### config.mk
export PLATFORM = sky130hd
export DESIGN_NAME = fetch_unit
export DESIGN_NICKNAME = d
export VERILOG_FILES = /design/src/rtl/fetch_unit.sv
export SDC_FILE = /design/constraint.sdc
export NUM_CORES = 1
export LEC_CHECK = 0
export ABC_AREA = 1
export CORE_MARGIN = 10
export CORE_UTILIZATION = 40
export CTS_CLUSTER_DIAMETER = 100
export DETAILED_ROUTE_END_ITERATION = 6
export GPL_TIMING_DRIVEN = 1
export PLACE_DENSITY_LB_ADDON = 0.12
export RECOVER_POWER = 25
export SLEW_MARGIN = 25
export SYNTH_ARGS = -nofsm -noshare
export SYNTH_HDL_FRONTEND = slang
export SYNTH_SLANG_ARGS = --single-unit
### constraint.sdc
create_clock -name clk -period 4.16 [get_ports clk]
set_clock_uncertainty 0.05 [all_clocks]
set_input_delay 0.624 -clock clk [delete_from_list [all_inputs] [get_ports clk]]
set_output_delay 0.624 -clock clk [all_outputs]
set_load 0.02 [all_outputs]
### src/rtl/fetch_unit.sv
// Instruction fetch unit: issues one instruction-memory request at a time,
// buffers the returned word for decode, follows redirects and halts on a
// misaligned address or on a memory request that is never acknowledged.
module fetch_unit #(
  parameter logic [31:0] RESET_PC    = 32'h0000_0000,
  parameter int unsigned ACK_TIMEOUT = 255
) (
  input  logic        clk,
  input  logic        reset,
  input  logic [31:0] pc_in,
  output logic [31:0] pc_next,
  output logic        pc_en,
  output logic        imem_req,
  output logic [31:0] imem_addr,
  input  logic        imem_ack,
  input  logic [31:0] imem_rdata,
  input  logic        redirect,
  input  logic [31:0] redirect_pc,
  output logic        instr_valid,
  output logic [31:0] instr,
  output logic [31:0] instr_pc,
  input  logic        instr_ready,
  output logic        fault
);

  // Counter holds 0 .. ACK_TIMEOUT-1 waiting cycles.
  localparam int unsigned CNT_W = (ACK_TIMEOUT > 1) ? $clog2(ACK_TIMEOUT) : 1;
  localparam logic [CNT_W-1:0] CNT_LAST = CNT_W'(ACK_TIMEOUT - 1);

  typedef enum logic [2:0] {
    S_IDLE,
    S_REQ,
    S_HOLD,
    S_DRAIN,
    S_HALT
  } state_t;

  state_t           state;
  logic [CNT_W-1:0] wait_cnt;
  logic [31:0]      pc_last;
  logic             launch;
  logic [31:0]      launch_addr;

  // Decide whether a fresh request is launched at the next edge, and where to.
  always_comb begin
    launch      = 1'b0;
    launch_addr = pc_in;
    case (state)
      S_IDLE: begin
        launch      = 1'b1;
        launch_addr = redirect ? redirect_pc : pc_in;
      end
      S_REQ: begin
        if (redirect && imem_ack) begin
          launch      = 1'b1;
          launch_addr = redirect_pc;
        end
      end
      S_HOLD: begin
        if (redirect) begin
          launch      = 1'b1;
          launch_addr = redirect_pc;
        end else if (instr_ready) begin
          launch = 1'b1;
        end
      end
      S_DRAIN: begin
        // Stale request completes; a same-cycle redirect wins over pc_in.
        if (imem_ack) begin
          launch      = 1'b1;
          launch_addr = redirect ? redirect_pc : pc_in;
        end
      end
      default: begin
        launch = 1'b0;
      end
    endcase
  end

  // Same-cycle program-counter load strobe; pc_next holds its last value otherwise.
  always_comb begin
    pc_en   = 1'b0;
    pc_next = pc_last;
    if (reset && (state != S_HALT)) begin
      if (redirect) begin
        pc_en   = 1'b1;
        pc_next = redirect_pc;
      end else if ((state == S_REQ) && imem_ack) begin
        pc_en   = 1'b1;
        pc_next = imem_addr + 32'd4;
      end
    end
  end

  // Fetch FSM with registered outputs.
  always_ff @(posedge clk or negedge reset) begin
    if (!reset) begin
      state       <= S_IDLE;
      wait_cnt    <= '0;
      pc_last     <= RESET_PC;
      imem_req    <= 1'b0;
      imem_addr   <= 32'h0000_0000;
      instr_valid <= 1'b0;
      instr       <= 32'h0000_0000;
      instr_pc    <= 32'h0000_0000;
      fault       <= 1'b0;
    end else begin
      if (pc_en) begin
        pc_last <= pc_next;
      end
      if (launch) begin
        instr_valid <= 1'b0;
        if (launch_addr[1:0] != 2'b00) begin
          fault    <= 1'b1;
          imem_req <= 1'b0;
          state    <= S_HALT;
        end else begin
          state     <= S_REQ;
          imem_req  <= 1'b1;
          imem_addr <= launch_addr;
          wait_cnt  <= '0;
        end
      end else begin
        case (state)
          S_REQ: begin
            if (redirect) begin
              state    <= S_DRAIN;
              wait_cnt <= '0;
            end else if (imem_ack) begin
              instr       <= imem_rdata;
              instr_pc    <= imem_addr;
              instr_valid <= 1'b1;
              imem_req    <= 1'b0;
              state       <= S_HOLD;
            end else if (wait_cnt == CNT_LAST) begin
              fault    <= 1'b1;
              imem_req <= 1'b0;
              state    <= S_HALT;
            end else begin
              wait_cnt <= wait_cnt + CNT_W'(1);
            end
          end
          S_DRAIN: begin
            if (wait_cnt == CNT_LAST) begin
              fault    <= 1'b1;
              imem_req <= 1'b0;
              state    <= S_HALT;
            end else begin
              wait_cnt <= wait_cnt + CNT_W'(1);
            end
          end
          default: begin
            state <= state;
          end
        endcase
      end
    end
  end

endmodule

==> impl_results.md <==
- Crit path arrival time: 3200 ps
- Fraction of layout instances using a drive strength above 1: 7.19%
- RSZ-0062 raised after global routing: false
- Number of library cell types mapped by synthesis: 35
- Final Max Slew Viols: 136
- Std-Cell Rows: 49
- Vertical die dimension: about 150 µm
- Final Hold Violating Endpoints: 0
- Cell area after layout: about 10000 µm²
- Post-layout net count: 1304
- Routability congestion estimate: 0.908
- Average via count per standard cell: about 4.9
- Post-cts repair resize count: 0
- Number of antenna violations at the first check in global routing: 0
- TritonCTS clock tree: done
- Violated checks: capacitance limit, slew limit
- Status: finished with violations
- Residual overflow from global routing: 0
- Core outline area: 17900 µm²
- Post-CTS Setup Inserts: 0
- Ant. Diodes: 0
- Final critical-path share of the clock period: 93.1%
- Clock sink count: 142
- Portion of the post-synthesis area used by sequential elements: 49.1%
- Power density relative to cell area: 326 nW/µm²
- Timing-limited maximum frequency: 258 MHz
- Critical Path Start Type: input pin
- Clk slew on worst S/H paths: roughly 60 ps
- Layout overhead on the synthesized area: 43.7%
- Clk Latency, worst-skew pair: 420 ps
- Net count after synthesis: 1078
- Clock buffers created by TritonCTS: 17
- Placement Cell Area: 9790 µm²
- Detailed-route wire length per cell: 17.0 µm
- Max Fanout on Critical Path: 26
- Total half-perimeter wirelength after legalization and detailed placement: 18.2 mm
- TritonRoute pass-1 iters: 5
- Worst setup timing slack at the placement stage: 279 ps
- DRC errors left: 0
- Path category of the worst min-delay check: reg -> reg
- Overall routed net length: 24.5 mm
- Largest net degree at the start of global routing: slightly above 100
- Via count of the first global-routing pass: 7029
- Flops & latches, synth: 142
- Required time of the worst setup path: about 3500 ps
- Global-route wire length before repair: 39.0 mm
- Async set or reset register ratio after synthesis: 100%
- Share of Yosys cell area claimed by the top area cell type: about half
- Fillcell total: 1692
- Minimum period implied by the final worst setup slack: 3870 ps
- Count of flip-flops with a built-in enable after synthesis: 0
- Post-synth top flop: dfrtp_1
- Maximum buffer depth of the clock tree: 2
- Final setup violation count: 0
- H-tree levels: 4
- Total GRT Usage: 20.3%
- Count of hold buffers inserted by post-cts repair: 1
- Worst path setup slack after routing: just under 300 ps
- Critical setup path kind: in -> out
- Die area: 23900 µm²
- Syn. warnings: 0
- Cell count after synthesis: 974
- Effective utilization at floorplan: 40.5%
- Leakage power total: between 5 and 6 nW
- Floorplan die width: 155 µm
- Io pins: 233
- Number of max-cap violations: 2
- Critical Path Sink Type: output port
- Slew of the pin with the lowest slew margin: 1710 ps
- Cell taking the most area after synthesis: dfrtp_1
- Count of port buffers added during placement: around 230
- Setup total negative slack: 0 ps
- Clk Tree Root Cell: clkbuf_16
- Synth Cell Area: 7240 µm²
- Worst vdd ir: 275 µV
- First DRT Iteration DRCs: 528
- Vias post-DR: ~7000
- Top post-synthesis cells by area: dfrtp_1 (49%), nand2_1 (23%), o21ai_0 (6.2%)
- Mean instance size in the synthesized netlist: between 7 and 8 µm²
- Final antenna-violating net count: 0
- Max-Slew Margin vs Limit: -14.0%
final cells by class:
cell class                      count  area [µm²]  area share (%)
Sequential cell                   142        3550            34.1
Multi-Input combinational cell    718        3240            31.2
Timing Repair Buffer              245        2420            23.3
Clock buffer                       18         439            4.22
Inverter                           76         290            2.79
Tap cell                          229         287            2.75
Clock inverter                     11         169            1.62
final timing paths:
kind	from	to	slack, ps	cells past startpoint
min in group asynchronous	reset	instr_pc[13]$_DFFE_PN0P_	520	2
hold / removal	pc_last[21]$_DFFE_PN0P_	pc_last[21]$_DFFE_PN0P_	420	2
max in group asynchronous	reset	instr[24]$_DFFE_PN0P_	1670	3
hold reg to reg	pc_last[21]$_DFFE_PN0P_	pc_last[21]$_DFFE_PN0P_	420	2
setup reg to reg	state[2]$_DFFE_PN0P_	state[2]$_DFFE_PN0P_	1820	9
setup / recovery	imem_ack	pc_next[14]	290	10
sequential cells by signal, summed over array words and instances, names as in the netlist:
register,count
imem_addr,32
instr,32
instr_pc,32
pc_last,32
wait_cnt,8
state,3
fault,1
imem_req,1
instr_valid,1
cells by family (layout without fill, tap and decap cells):
logic type	Yosys count	count (layout)	synth area share (%)
multiplexers	17	17	2.64
XOR/XNOR	8	8	0.968
AND/OR/NAND/NOR	559	559	30.7
adder cells (fa/ha/maj)	3	3	0.518
AO/OA/AOI/OAI	131	131	9.52
flip-flops	142	142	49.1
buffers and inverters	114	350	6.60
Yosys cell counts (all sizes together), types with 2 or more instances:
library cell,number
a21oi,5
a22oi,2
buf,30
clkbuf,8
dfrtp,142
ha,3
inv,76
mux2,17
nand2,451
nand3,43
nor2,59
nor3,2
o21ai,117
o22ai,3
xor2,8
report_power, final:
group	leakage, nW	switching, mW	internal, mW	total [mW]
logic	3.61	0.172	0.185	0.357
clock network	0.297	0.592	1.01	1.60
registers	1.73	0.0185	1.42	1.44
total	5.64	0.783	2.61	3.40
stage by stage:
step	cells	utilization [%]	hold slack [ps]	power (mW)
floorplan	974	-	278	1.59
global placement	1409	54.7	390	1.82
detailed placement	1409	54.7	392	1.82
CTS	1439	58.2	427	3.43
global route	1439	58.1	449	3.52
finish	1439	58.1	423	3.40
placed cells by master (no fill, tap or decap), types with 4 or more instances in the layout:
cell / instances
o21ai_1: 25
nand2_2: 4
nor2_1: 55
bufinv_16: 4
mux2_2: 17
xor2_1: 8
a21oi_1: 4
inv_2: 4
dfrtp_1: 142
nand2_1: 444
nand3_1: 42
buf_4: 12
clkbuf_16: 17
inv_1: 70
clkdlybuf4s50_1: 228
o21ai_0: 89
critical path: stages:
cell and delay (ps):
clkdlybuf4s50_1 510, inv_1 100, nor3_2 370, nand2_4 100
inv_2 450, nand3_1 130, o21ai_0 110, nand2_1 90
nand2_1 70, clkdlybuf4s50_1 650
metal layers:
metal  share of wire (%)  global-route usage, %  vias to the layer above
met5                   0                      0                        -
met2                  45                   31.5                      245
met1                  44                   26.1                     3288
li1                    -                      -                     3518
met4                 1.8                   6.03                        0
met3                 9.2                   7.32                       26
Power figures use the tool's default switching activity.
